===== src/rtl/lfsr_burst_gen.sv =====
// XNOR-feedback Fibonacci LFSR with free-run and fixed-length burst stepping,
// period measurement against the loaded seed, and all-ones lockup recovery.
module lfsr_burst_gen #(
    parameter int                  NUM_BITS = 8,
    parameter logic [NUM_BITS-1:0] TAPS     = '0,
    parameter int                  CNT_W    = 16
) (
    input  logic                i_Clk,
    input  logic                i_Rst,
    input  logic                i_Enable,
    input  logic                i_Seed_DV,
    input  logic [NUM_BITS-1:0] i_Seed_Data,
    input  logic                i_Burst_Start,
    input  logic [CNT_W-1:0]    i_Burst_Len,
    output logic [NUM_BITS-1:0] o_LFSR_Data,
    output logic                o_LFSR_Valid,
    output logic                o_Wrap,
    output logic [NUM_BITS:0]   o_Period,
    output logic                o_Lockup,
    output logic                o_Busy,
    output logic                o_Burst_Done
);

    // Maximal-length XNOR taps; bit k of the mask is tap k+1.
    function automatic logic [15:0] table_mask(input int n);
        case (n)
            3:       return 16'h0006;
            4:       return 16'h000C;
            5:       return 16'h0014;
            6:       return 16'h0030;
            7:       return 16'h0060;
            8:       return 16'h00B8;
            9:       return 16'h0110;
            10:      return 16'h0240;
            11:      return 16'h0500;
            12:      return 16'h0829;
            13:      return 16'h100D;
            14:      return 16'h2015;
            15:      return 16'h6000;
            16:      return 16'hD008;
            default: return 16'h0000;
        endcase
    endfunction

    localparam logic [15:0]          TABLE_MASK = table_mask(NUM_BITS);
    localparam logic [NUM_BITS-1:0]  TAP_MASK   = (TAPS != '0) ? TAPS : TABLE_MASK[NUM_BITS-1:0];

    typedef enum logic {IDLE, BURST} state_t;

    state_t              state, state_nxt;
    logic [NUM_BITS-1:0] lfsr, seed_ref, lfsr_step;
    logic [NUM_BITS:0]   step_cnt, period;
    logic [CNT_W-1:0]    remaining;
    logic                valid_q, wrap_q, lockup_q, done_q;
    logic                do_step, load_rem, done_nxt;
    logic                fb, lockup_now, hit_seed, cnt_sat;

    always_comb begin
        fb         = ~^(lfsr & TAP_MASK);
        lockup_now = &lfsr;
        lfsr_step  = lockup_now ? '0 : {lfsr[NUM_BITS-2:0], fb};
        hit_seed   = !lockup_now && (lfsr_step == seed_ref);
        cnt_sat    = &step_cnt;
    end

    always_comb begin
        // NOTE: every output of this block gets a default first, so no latch is inferred.
        state_nxt = state;
        do_step   = 1'b0;
        load_rem  = 1'b0;
        done_nxt  = 1'b0;
        if (!i_Seed_DV) begin
            case (state)
                IDLE: begin
                    if (i_Burst_Start) begin
                        if (i_Burst_Len != '0) begin
                            state_nxt = BURST;
                            load_rem  = 1'b1;
                        end else begin
                            done_nxt = 1'b1;
                        end
                    end else begin
                        do_step = i_Enable;
                    end
                end
                BURST: begin
                    do_step = 1'b1;
                    if (remaining == CNT_W'(1)) begin
                        state_nxt = IDLE;
                        done_nxt  = 1'b1;
                    end
                end
                default: state_nxt = IDLE;
            endcase
        end else begin
            state_nxt = IDLE;
        end
    end

    always_ff @(posedge i_Clk or posedge i_Rst) begin
        if (i_Rst) state <= IDLE;
        else       state <= state_nxt;
    end

    // NOTE: non-blocking assignments throughout, so every register sees pre-edge values.
    always_ff @(posedge i_Clk or posedge i_Rst) begin
        if (i_Rst) begin
            lfsr      <= '0;
            seed_ref  <= '0;
            step_cnt  <= '0;
            period    <= '0;
            remaining <= '0;
            valid_q   <= 1'b0;
            wrap_q    <= 1'b0;
            lockup_q  <= 1'b0;
            done_q    <= 1'b0;
        end else begin
            valid_q  <= 1'b0;
            wrap_q   <= 1'b0;
            lockup_q <= 1'b0;
            done_q   <= done_nxt;
            if (i_Seed_DV) begin
                lfsr     <= i_Seed_Data;
                // All-ones can never recur, so compare against the state it recovers to.
                seed_ref <= (&i_Seed_Data) ? '0 : i_Seed_Data;
                step_cnt <= '0;
            end else if (do_step) begin
                lfsr    <= lfsr_step;
                valid_q <= 1'b1;
                if (lockup_now) begin
                    lockup_q <= 1'b1;
                end else if (hit_seed) begin
                    wrap_q   <= 1'b1;
                    period   <= cnt_sat ? step_cnt : step_cnt + 1'b1;
                    step_cnt <= '0;
                end else if (!cnt_sat) begin
                    step_cnt <= step_cnt + 1'b1;
                end
            end
            if (load_rem)
                remaining <= i_Burst_Len;
            else if (state == BURST && do_step)
                remaining <= remaining - 1'b1;
        end
    end

    assign o_LFSR_Data  = lfsr;
    assign o_LFSR_Valid = valid_q;
    assign o_Wrap       = wrap_q;
    assign o_Period     = period;
    assign o_Lockup     = lockup_q;
    assign o_Busy       = (state == BURST);
    assign o_Burst_Done = done_q;

endmodule


===== config.mk =====
export PLATFORM = sky130hd
export DESIGN_NAME = lfsr_burst_gen
export DESIGN_NICKNAME = d
export VERILOG_FILES = /design/src/rtl/lfsr_burst_gen.sv
export SDC_FILE = /design/constraint.sdc
export NUM_CORES = 1
export LEC_CHECK = 0
export BUFFER_PORTS_ARGS = -buffer_cell sky130_fd_sc_hd__buf_2
export CORE_MARGIN = 4
export CORE_UTILIZATION = 61
export CTS_CLUSTER_DIAMETER = 80
export DETAILED_ROUTE_END_ITERATION = 12
export HOLD_SLACK_MARGIN = 0.06
export PLACE_DENSITY_LB_ADDON = 0.08
export SYNTH_ARGS = -nofsm -noshare
export SYNTH_HDL_FRONTEND = slang
export SYNTH_SLANG_ARGS = --single-unit

===== constraint.sdc =====
create_clock -name i_Clk -period 4.8 [get_ports i_Clk]
set_input_delay 0.48 -clock i_Clk [delete_from_list [all_inputs] [get_ports i_Clk]]
set_output_delay 0.48 -clock i_Clk [all_outputs]
set_load 0.03 [all_outputs]

Word-level counts from Yosys, hierarchy flattened. Index checks and enable logic that the tools add are counted.

Register bits after elaboration: 55. Input port bits: 29. Output and inout port bits: 22. Logic and storage cells: 65.

Add/sub/neg operators: 2. Eq/ne operators: 3. Multiplexer cells: 35. Bitwise gates (word level): 3. Reductions and logical operators: 12.

Operator list (count): $mux 9 (5); $mux 16 (2); $mux 8 (4); $mux 1 (21); $eq 16x1->1 const B (1); $reduce_and 8->1 (2); $reduce_bool 16->1 (1); $sub 16x1->16 const B (1); $add 9x1->9 const B (1); $reduce_and 9->1 (1); $eq 8x8->1 (1); $reduce_xnor 8->1 (1); $pmux 1 s2 (3); $reduce_and 4->1 (1); $reduce_bool 2->1 (2); $not 1->1 (3); $logic_and 1x1->1 (2); $ne 2x2->1 const B (1); $reduce_and 2->1 (1); $logic_not 1->1 (1).

Longest topological paths before layout.
Depth after elaboration: 8. Gate-level depth with buffers: 7. Gate-level depth less buffers: 7.

Least setup slack after synthesis. Ideal clock, no wire load.

Path kind: reg2reg. Start point: register lfsr[4], in the netlist o_LFSR_Data[4]. End point: register period[0], in the netlist o_Period[0]. Setup time: 0.125 ns. Arrival: 2.111 ns. Data required time: 4.675 ns. Slack: 2.564 ns. Cell stages (with the launch flop): 7. Cell sequence: dfrtp_1 -> ha_1 -> nand4_1 -> nor3b_1 -> or3_1 -> nor3_4 -> mux2_2.

Longest elaborated chain between the ends: 5.

Ends and longest elaborated chain: from (decl) (RTL line 51) `logic [NUM_BITS-1:0] lfsr, seed_ref, lfsr_step;`; from (signal assigned) (RTL line 123) `lfsr <= i_Seed_Data;`; from (signal assigned) (RTL line 128) `lfsr <= lfsr_step;`; $reduce_xnor 8->1 or $reduce_and 8->1 (tied branches) (RTL line 59, 60); $mux 8 (RTL line 61) `lfsr_step = lockup_now ? '0 : {lfsr[NUM_BITS-2:0], fb};`; $eq 8x8->1 (RTL line 62) `hit_seed = !lockup_now && (lfsr_step == seed_ref);`; $logic_and 1x1->1 (RTL line 62); $reduce_and 4->1 (no line) (*); to (signal assigned) (RTL line 134) `period <= cnt_sat ? step_cnt : step_cnt + 1'b1;`; to (decl) (RTL line 52) `logic [NUM_BITS:0] step_cnt, period;`.

Every way passes the cells marked *; elsewhere a longest branch is shown, timed or not. A chain may end at the register's enable or synchronous reset.

Final worst setup path.
Start point: register lfsr[4], in the netlist o_LFSR_Data[4]. End point: register step_cnt[5].

Longest elaborated chain between the ends: 8.

Ends and longest elaborated chain: $reduce_xnor 8->1 or $reduce_and 8->1 (tied branches) (RTL line 59, 60); $mux 8 (RTL line 61); $eq 8x8->1 (RTL line 62); $logic_and 1x1->1 (RTL line 62); $mux 9 (RTL line 132) `end else if (hit_seed) begin`; $mux 9 (RTL line 130) `if (lockup_now) begin`; $mux 9 (RTL line 127) `end else if (do_step) begin`; $mux 9 (RTL line 122) `if (i_Seed_DV) begin`; to (signal assigned) (RTL line 137) `step_cnt <= step_cnt + 1'b1;`; to (decl) (RTL line 52).

Parallel ways exist; a longest one is shown, timed or not. The select of a mux whose other input is x is not followed.

==> reports/summary.txt <==
Status: finished clean
TritonCTS Buffers: 5
Relative slew slack: 24.7%
Vias: 2774
Area after DPL: 3410 µm²
Post-synth ARST share: 100%
Synthesized flop and latch total: 55
Worst-path clk slew: 0.10 ns
Routed len/inst: 15.7 µm
N_diodes: 0
Initial DRC count: 263
Area grow syn2layout: 12.8%
Final setup vio count: 0
Unrepaired setup endpoints after global routing: no
Post-route DRC violation count: 0
1st-pass router iterations: 6
Pwr Total: 1.19 mW
CP Max Fanout: 12
Peak supply drop: 297 µV
Post-CTS setup buffer count: 0
Final Util: 72.7%
Worst-margin pin slew: 1.12 ns
Pwr dens: 338 nW/µm²
Post-synth EDFFs: 0
Final instance area: 3520 µm²
Largest area contributor in the netlist: dfrtp_1
Largest net degree at the start of global routing: 56
Clock sink count: 55
Power share of the sequential group: 49.4%
Pre-CTS setup slack: 2.02 ns
Clock Latency Late Sink: 0.31 ns
Distinct cells, synth: 49
Root Driver: clkbuf_8
Final hold slack: 0.335 ns
Minimum clock period: 2.77 ns
Fin. Hold Viols: 0
Post-route setup slack: 2.03 ns
Net Sw Power: 0.391 mW
Most used DFF post-synth: dfrtp_1
Clock group share of total power: 26.9%
Mapped Cells: 339
Cells on worst reg2reg path: 6
CP endpoint kind: flop
Post-synth top cells: dfrtp_1, inv_1, nand2_1
Max-slew violation count: 0
Startpoint types: flop
Count leader, synth: dfrtp_1
Vias in the first global route: 2489
Sw Share: 32.9%
Initial antenna violation count: 0
LEAKAGE: 1.66 nW
Setup_tns: 0 ns
Die X: 79.6 µm
Register area share after synthesis: 44.1%
Yosys warning count: 0
Tot GR Track Use: 24.1%
Post-synth top area share: 44.1%
Arrival @ worst endpoint: 3.00 ns
Mapped Nets: 372
Final WL: 7.08 mm
Die Area: 6330 µm²
Crit path kind: flop to flop
Max-Cap Viols: 0
Synth Area per Inst: 9.22 µm²
Area contributors post-synth: dfrtp_1, inv_1, mux2i_1
Max Clk Rate: 0.361 GHz
Fillers: 378
Data required, critical path: 5.03 ns
Final Non-Filler Cells: 450
Row cnt: 25
Global placement routability congestion: 0.892
Port buffer count: 50
Placed cell count: 442
Internal: 0.799 mW
Grt total ovfl: 0
CTS tree: yes
Clk_skew: 0.00572 ns
Fin nets: 415
Post-route ant nets: 0
Htree depth: 2
Combinational share of power: 23.7%
Fin crit share: 57.6%
First-pass GRT wire length: 12.0 mm
Core area: 4850 µm²
PostCTS Resize Cnt: 0
Initial Utilization: 64.4%
Die H: 79.6 µm
Hold Path Class: primary input to asynchronous set/reset pin
# hold bufs at CTS: 0
Drt via density: 6.16
Layout cell share with drive strength beyond 1: 20.1%
Clock Path Buffers: 2
Cell area after synthesis: 3120 µm²
IO Count: 51
Post-detail-place hpwl: 5.14 mm
[power groups by stage]
stage                     sequential, mW  clock [mW]  combinational, mW
after global routing               0.598       0.349              0.312
after CTS                          0.586       0.329              0.282
after global placement             0.593           0              0.273
after detailed placement           0.596           0              0.281
after floorplan                    0.606           0              0.188
final                              0.588       0.321              0.282
[logic make-up after synthesis]
family	Yosys count	share of synthesized area, %
flip-flops	55	44.1
adder cells (fa/ha/maj)	4	1.60
AND/OR/NAND/NOR	111	17.9
AO/OA/AOI/OAI	87	19.5
multiplexers	20	6.73
XOR/XNOR	13	4.08
buffers and inverters	49	6.09
[flip-flops by register name (all words and copies together), names as in the netlist]
name,count
step_cnt,9
o_Wrap,1
o_LFSR_Valid,1
o_LFSR_Data,8
o_Period,9
o_Lockup,1
o_Burst_Done,1
remaining,16
seed_ref,8
o_Busy,1
[layout make-up]
| type | count | area, µm² | share of cell area (%) |
|---|---|---|---|
| Tap cell | 67 | 83.8 | 2.38 |
| Clock inverter | 2 | 35.0 | 0.994 |
| Multi-Input combinational cell | 235 | 1560 | 44.2 |
| Clock buffer | 6 | 82.6 | 2.34 |
| Timing Repair Buffer | 52 | 265 | 7.53 |
| Sequential cell | 55 | 1380 | 39.0 |
| Inverter | 33 | 124 | 3.51 |
[final timing paths]
kind                                       startpoint                         to  slack, ns
min                                             i_Rst  remaining[10]$_DFFE_PP0P_       0.33
max reg2reg                o_LFSR_Data[4]$_DFFE_PP0P_    step_cnt[5]$_DFFE_PP0P_       2.03
max                        o_LFSR_Data[4]$_DFFE_PP0P_    step_cnt[5]$_DFFE_PP0P_       2.03
min reg2reg                   o_Period[0]$_DFFE_PP0P_    o_Period[0]$_DFFE_PP0P_       0.51
min in group i_Clk                     i_Seed_Data[2]    seed_ref[2]$_DFFE_PP0P_       0.40
max in group asynchronous                       i_Rst     o_LFSR_Valid$_DFF_PP0_       4.01
[cells in the final DEF, fill, tap and decap left out, drive strengths merged, types with 10 or more instances in the layout]
master	n
xnor2	10
nor4	12
o21ai	23
mux2i	12
inv	33
nor3	12
nor2	24
a21oi	13
dfrtp	55
buf	52
nand2	31
[per-layer routing]
metal / wire, µm / vias up / track usage, %
li1: - / 1320 / -
met1: 3080 / 1312 / 34.7
met2: 3310 / 127 / 37.1
met3: 569 / 15 / 4.18
met4: 117 / 0 / 7.39
met5: 0 / - / 0
[worst max-delay path, cell delays in order, from the launching register on]
cell,delay (ns)
dfrtp_1,0.45
ha_1,0.37
xnor3_1,0.28
xnor2_1,0.14
a21oi_1,0.72
o21ai_0,0.42
o211ai_1,0.30
No activity file was read; power rests on OpenSTA's default activity.
